--- src/rtl/mult_bcd_converter.sv ---
// Signed 16-bit product to sign + 5-digit BCD converter (16-step double-dabble).
// Optional leading-zero blanking is enabled by defining MULT_BCD_LEADING_ZERO_BLANK_EN.
module mult_bcd_converter (
   input  logic        clk,
   input  logic        reset,
   input  logic        valid,
   input  logic [15:0] mult_in,
   output logic        busy,
   output logic        done,
   output logic        sign,
   output logic [19:0] bcd,
   output logic [4:0]  digit_blank
);

   typedef enum logic {IDLE, CONVERT} state_t;

   state_t      state_q, state_d;
   logic [15:0] mag_q, mag_d;
   logic [18:0] work_q, work_d;
   logic [3:0]  cnt_q, cnt_d;
   logic        neg_q, neg_d;
   logic        busy_q, busy_d;
   logic        done_q, done_d;
   logic        sign_q, sign_d;
   logic [19:0] bcd_q, bcd_d;
   logic [15:0] adj_lo;
   logic [19:0] step;

   // Before any step the working value is at most 16384, so digit 4 never needs
   // the add-3 correction and bit 19 of the working register is always zero.
   always_comb begin
      adj_lo = work_q[15:0];
      for (int unsigned i = 0; i < 4; i++) begin
         if (work_q[4*i +: 4] >= 4'd5)
            adj_lo[4*i +: 4] = work_q[4*i +: 4] + 4'd3;
      end
      step = {work_q[18:16], adj_lo, mag_q[15]};
   end

   always_comb begin
      state_d = state_q;
      mag_d   = mag_q;
      work_d  = work_q;
      cnt_d   = cnt_q;
      neg_d   = neg_q;
      busy_d  = busy_q;
      done_d  = 1'b0;
      sign_d  = sign_q;
      bcd_d   = bcd_q;
      case (state_q)
         IDLE: begin
            if (valid) begin
               state_d = CONVERT;
               busy_d  = 1'b1;
               cnt_d   = '0;
               work_d  = '0;
               neg_d   = mult_in[15];
               mag_d   = mult_in[15] ? (~mult_in + 16'd1) : mult_in;
            end
         end
         CONVERT: begin
            work_d = step[18:0];
            mag_d  = {mag_q[14:0], 1'b0};
            cnt_d  = cnt_q + 4'd1;
            if (cnt_q == 4'd15) begin
               state_d = IDLE;
               busy_d  = 1'b0;
               done_d  = 1'b1;
               bcd_d   = step;
               sign_d  = neg_q;
            end
         end
         default: state_d = IDLE;
      endcase
   end

   always_ff @(posedge clk or negedge reset) begin
      if (!reset) begin
         state_q <= IDLE;
         mag_q   <= '0;
         work_q  <= '0;
         cnt_q   <= '0;
         neg_q   <= 1'b0;
         busy_q  <= 1'b0;
         done_q  <= 1'b0;
         sign_q  <= 1'b0;
         bcd_q   <= '0;
      end else begin
         state_q <= state_d;
         mag_q   <= mag_d;
         work_q  <= work_d;
         cnt_q   <= cnt_d;
         neg_q   <= neg_d;
         busy_q  <= busy_d;
         done_q  <= done_d;
         sign_q  <= sign_d;
         bcd_q   <= bcd_d;
      end
   end

`ifdef MULT_BCD_LEADING_ZERO_BLANK_EN
   logic [4:0] blank_q, blank_d;

   // Blank each digit above the most significant non-zero one; units always shown.
   always_comb begin
      blank_d = blank_q;
      if (state_q == CONVERT && cnt_q == 4'd15) begin
         blank_d[4] = (step[19:16] == 4'd0);
         blank_d[3] = blank_d[4] && (step[15:12] == 4'd0);
         blank_d[2] = blank_d[3] && (step[11:8] == 4'd0);
         blank_d[1] = blank_d[2] && (step[7:4] == 4'd0);
         blank_d[0] = 1'b0;
      end
   end

   always_ff @(posedge clk or negedge reset) begin
      if (!reset)
         blank_q <= 5'b11110;
      else
         blank_q <= blank_d;
   end

   assign digit_blank = blank_q;
`else
   assign digit_blank = '0;
`endif

   assign busy = busy_q;
   assign done = done_q;
   assign sign = sign_q;
   assign bcd  = bcd_q;

endmodule

--- config.mk ---
export PLATFORM = sky130hd
export DESIGN_NAME = mult_bcd_converter
export DESIGN_NICKNAME = d
export VERILOG_FILES = /design/src/rtl/mult_bcd_converter.sv
export SDC_FILE = /design/constraint.sdc
export NUM_CORES = 1
export LEC_CHECK = 0
export ABC_AREA = 1
export CAP_MARGIN = 20
export CORE_MARGIN = 3
export CORE_UTILIZATION = 54
export CTS_CLUSTER_DIAMETER = 200
export DETAILED_ROUTE_END_ITERATION = 16
export GPL_TIMING_DRIVEN = 0
export PLACE_DENSITY = 0.79
export SLEW_MARGIN = 5
export SYNTH_ARGS = -nofsm -noshare
export SYNTH_HDL_FRONTEND = slang
export SYNTH_SLANG_ARGS = --single-unit
--- constraint.sdc ---
create_clock -name clk -period 1.4 [get_ports clk]
set_input_delay 0.28 -clock clk [delete_from_list [all_inputs] [get_ports clk]]
set_output_delay 0.28 -clock clk [all_outputs]
set_load 0.02 [all_outputs]
# Word-level counts from Yosys, hierarchy flattened
# Cells that the tools add are included.
[totals]
ff_bits = 64
word_cells = 46
[classes]
bitwise_logic = 2
addsub = 6
n_lt_le_gt_ge = 4
n_mux = 19
n_eq_ne = 3
reduce_logical = 3
[op_table]
columns = ["cell", "n"]
rows = [
  ["$pmux W19 S2", 1],
  ["$mux W16", 2],
  ["$pmux W16 S2", 1],
  ["$mux W4", 5],
  ["$mux W19", 1],
  ["$add A16 B1 Y16 const B", 1],
  ["$add A4 B2 Y4 const B", 4],
  ["$ge A4 B3 Y1 const B", 4],
  ["$not A16 Y16", 1],
  ["$pmux W4 S2", 1],
  ["$mux W1", 6],
  ["$reduce_and A2 Y1", 3],
  ["$add A4 B1 Y4 const B", 1],
  ["$eq A4 B4 Y1 const B", 1],
  ["$pmux W1 S2", 2],
  ["$ne A2 B1 Y1 const B", 1],
  ["$ne A2 B2 Y1 const B", 1],
  ["$not A1 Y1", 1],
]

# Longest topological paths before layout
[logic_depth]
word_depth = 5
ltp_mapped = 9
depth_no_buf = 9

# Least setup slack after synthesis
# No wires, ideal clock.
[synth_timing]
path_type = "register to register"
from = "reg work_q[12]"
to = "reg work_q[14]"
setup_slack_ns = 0.147
setup_ns = 0.131
stages_incl_launch_ff = 8
arrival_ns = 1.121
synth_period_minus_slack_ns = 1.253
cell_sequence = "dfrtp_1 inv_1 ha_1 inv_1 nand2_1 nand3_1 o21ai_0 o22ai_1"
[synth_via]
elab_chain_cells = 3
[synth_lines]
columns = ["item", "line", "text"]
rows = [
  ["start, declared", "19", "logic [18:0] work_q, work_d;"],
  ["start signal, assigned", "91", "work_q <= work_d;"],
  ["$add A4 B2 Y4 or $ge A4 B3 Y1 (tied branches)", "35, 34", ""],
  ["$mux W4 *", "34", "if (work_q[4*i +: 4] >= 4'd5)"],
  ["$pmux W19 S2 *", "50", "case (state_q)"],
]
# Mark *: on every way between the ends. The rest lies on a longest branch, timed or not.
# A chain may end at the register's enable or synchronous reset.

# Worst setup path in the final report
[layout_timing]
from = "reg work_q[5]"
to = "reg work_q[8]"
# The elaborated chain is that of the path after synthesis.

==> flow_summary.yaml <==
cts:
  cts_tree: "built"
  cts_sinks: 64
  clk_pin_slew_ns: 0.07
  ctsHtreeMaxLevel: 3
  cts_buffers: 9
  worst_skew_pair.late_latency_ns: 0.34
  clock_path_buffers: 2
  clockRootBuffer: "clkbuf_8"
hold_path:
  hold_class: "primary input to async pin"
yosys:
  synth_edf_count: 0
  synth_area_leaders: "dfrtp_1 49%, nand2_1 13%, o21ai_0 5.4%, ha_1 3.8%, inv_1 3.8%"
  synth_top_cell_by_area: "dfrtp_1"
  netlist.area_leader.share_pct: 49.0
  ys_seq_area_share_pct: 49.0
  avgSynthCellArea_sq_um: 8.38
  synthSimpleGateAreaFrac_pct: 21.4
  synthesis.area_sq_um: 3270
  syn_inst: 390
  synth_top_family_by_area: "simple AND/OR/NAND/NOR gates"
  yosys.area_share.xor_xnor_pct: 2.14
  synth-seq-cells: 64
  synth-async-reset-ratio_pct: 100
  synth_fa_ha_area_share_pct: 3.83
  synth.mux.area_fraction_pct: 0
  synth_ff_type: "dfrtp_1"
  synth_compound_area_share_pct: 15.0
  ys_types: 31
  synth_warnings: 0
drt:
  drt_iter0_drc: 200
  drcViolationCount: 0
  dr_total_vias: 2910
  drt_wl_total_um: 7600
  firstDrtPassIters: 5
  detail-route-antenna-nets: 0
  vias_per_cell: 5.41
  wire_per_inst_um: 14.1
layout:
  diodes: 0
  nFillCells: 416
  stdcell_count: 538
  nets: 490
  syn_to_final_growth_pct: 29.2
  drive_above_1_share_pct: 20.2
  utilization_pct: 74.4
power:
  cellLeakagePower_nw: 2.16
  report.power.total_w: 0.00946
  p_per_area_nw_per_um2: 2240
  ir_drop_uv: 1150
worst_setup_path:
  critPathKind: "flip-flop to flip-flop"
  critPathSlowestCell: "dfrtp_1"
  arrival_ns: 1.64
  worstSetupStartpointType: "flip-flop"
  rr_worst_depth: 8
  crit_path_cell_trace: "inv_2 -> ha_4 -> inv_1 -> nand2_2 -> nand3_4 -> a21boi_2 -> nand2_1 -> o21ai_0"
  crit_fanout: 4
  cpPeakStageDelay_ns: 0.42
  crit_path_end_kind: "flip-flop"
  required_ns: 1.61
sta:
  fin_skew_ns: 0.00927
  worstMarginPinSlew_ns: 0.795
  setup_viol: 3
  fin_crit_sh_pct: 103
  setup_ws_ns: -0.0375
  hold_viol: 0
  rsz0062_at_grt: "yes"
  slew-limit-headroom_pct: 47.0
  slew_viol_final: 0
  fmax_ghz: 0.696
  period_minus_slack_ns: 1.44
  final.setup.tns_ns: -0.0518
status:
  violations: "negative setup slack"
  outcome: "finished with violations"
floorplanning:
  die_h_um: 83.8
  initial_utilization_pct: 57.6
  die_area_sq_um: 7020
  ios: 47
  rows: 27
  coreArea_sq_um: 5680
  die_w_um: 83.8
grt:
  grt_pass1_wl_um: 11800
  grt_pass1_vias: 2602
  grt_max_degree: 65
  track_usage_pct: 20.7
  grt_overflow: 0
  antenna_found_initial: 0
placement:
  hpwl_um: 4770
  place_inst: 506
  gp_congestion: 0.888
  numPortBuffers: 40
flow_run:
  maxCapViolCount: 0
-- critical path, delay by kind of cell, from the launching register on --
family	cells	cell delay (ns)
flops	1	0.42
compound gates	2	0.31
simple gates	3	0.26
buf+inv	2	0.17
fa+ha+maj	1	0.14
-- kinds of logic (layout without fill, tap and decap cells) --
| kind of cell | after synthesis | count (layout) |
|---|---|---|
| AO/OA/AOI/OAI | 83 | 83 |
| XOR/XNOR | 8 | 8 |
| adder cells (fa/ha/maj) | 10 | 10 |
| buffers and inverters | 57 | 129 |
| flip-flops | 64 | 64 |
| other | 1 | 5 |
| AND/OR/NAND/NOR | 167 | 167 |
-- metrics by stage --
step | hold slack, ns | cell area (sq um) | setup WS [ns]
global route | 0.0789 | 4220 | -0.0700
detailed placement | 0.411 | 3770 | -0.239
global placement | 0.454 | 3770 | -1.97
CTS | 0.0494 | 3990 | 0.0103
finish | 0.0204 | 4220 | -0.0375
floorplan | -0.0156 | 3280 | 0.147
-- where the power goes --
| part | total [W] | switching (W) | internal [W] |
|---|---|---|---|
| Sequential | 0.00321 | 0.000546 | 0.00266 |
| Clock | 0.00160 | 0.000688 | 0.000915 |
| Combinational | 0.00465 | 0.00275 | 0.00189 |
-- placed cells by master (no fill, tap or decap), drive strengths merged, types with 2 or more instances in the layout --
cell type and count:
nand2 121, dfrtp 64, o21ai 48, inv 38, buf 34, dlygate4sd2 23, nor2 21, nand3 19
clkdlybuf4s50 16, clkbuf 15, a22oi 14, ha 10, o22ai 9, xor2 8, conb 5, a21boi 5
o211ai 4, nand4 4, a21oi 2, clkinv 2
-- registers in the layout, summed over array words and instances, names as in the netlist --
name,cells
done,1
busy,1
cnt_q,4
state_q,1
work_q,19
bcd,20
neg_q,1
mag_q,16
sign,1
-- metal layers --
layer  GRT usage, %  wire (um)  up-vias  share of wire [%]
li1               -          -     1409                  -
met1           24.6       3160     1376                 42
met2           36.2       3850      109                 51
met3           4.54        387       16                5.1
met4           8.77        198        0                2.6
met5              0          0        -                  0
-- cell type report --
cell class	count	area, sq um	area share, %
sequential	64	1600	37.9
multi-input combinational	273	1550	36.8
timing repair buffer	56	489	11.6
clock buffer	13	159	3.76
inverter	38	150	3.56
buffer	19	138	3.26
tap	72	90.1	2.13
clock inverter	3	40.0	0.948
-- timing repair --
item,4_1_cts,5_1_grt
hold buffers,0,0
setup endpoints to repair,40,40
pin swaps,0,2
resized for setup,32,43
buffers inserted,4,12
-- worst paths after layout --
check                                       from                     to  slack, ns
max                        work_q[5]$_DFFE_PN0P_  work_q[8]$_DFFE_PN0P_      -0.04
min                                        reset     bcd[2]$_DFFE_PN0P_       0.02
max reg2reg                work_q[5]$_DFFE_PN0P_  work_q[8]$_DFFE_PN0P_      -0.04
min reg2reg                     sign$_DFFE_PN0P_       sign$_DFFE_PN0P_       0.48
max in group asynchronous                  reset   cnt_q[0]$_DFFE_PN0P_       0.85
min in group clk                     mult_in[15]      neg_q$_DFFE_PN0P_       0.32
-- Yosys cell counts (8+ instances only) --
| cell type | instances |
|---|---|
| a22oi_1 | 14 |
| buf_2 | 9 |
| buf_4 | 8 |
| dfrtp_1 | 64 |
| ha_1 | 10 |
| inv_1 | 33 |
| nand2_1 | 117 |
| nand3_1 | 18 |
| nor2_1 | 18 |
| o21ai_0 | 35 |
| o21ai_1 | 12 |
| o22ai_1 | 9 |
| xor2_1 | 8 |
(Power assumes the default switching activity.)
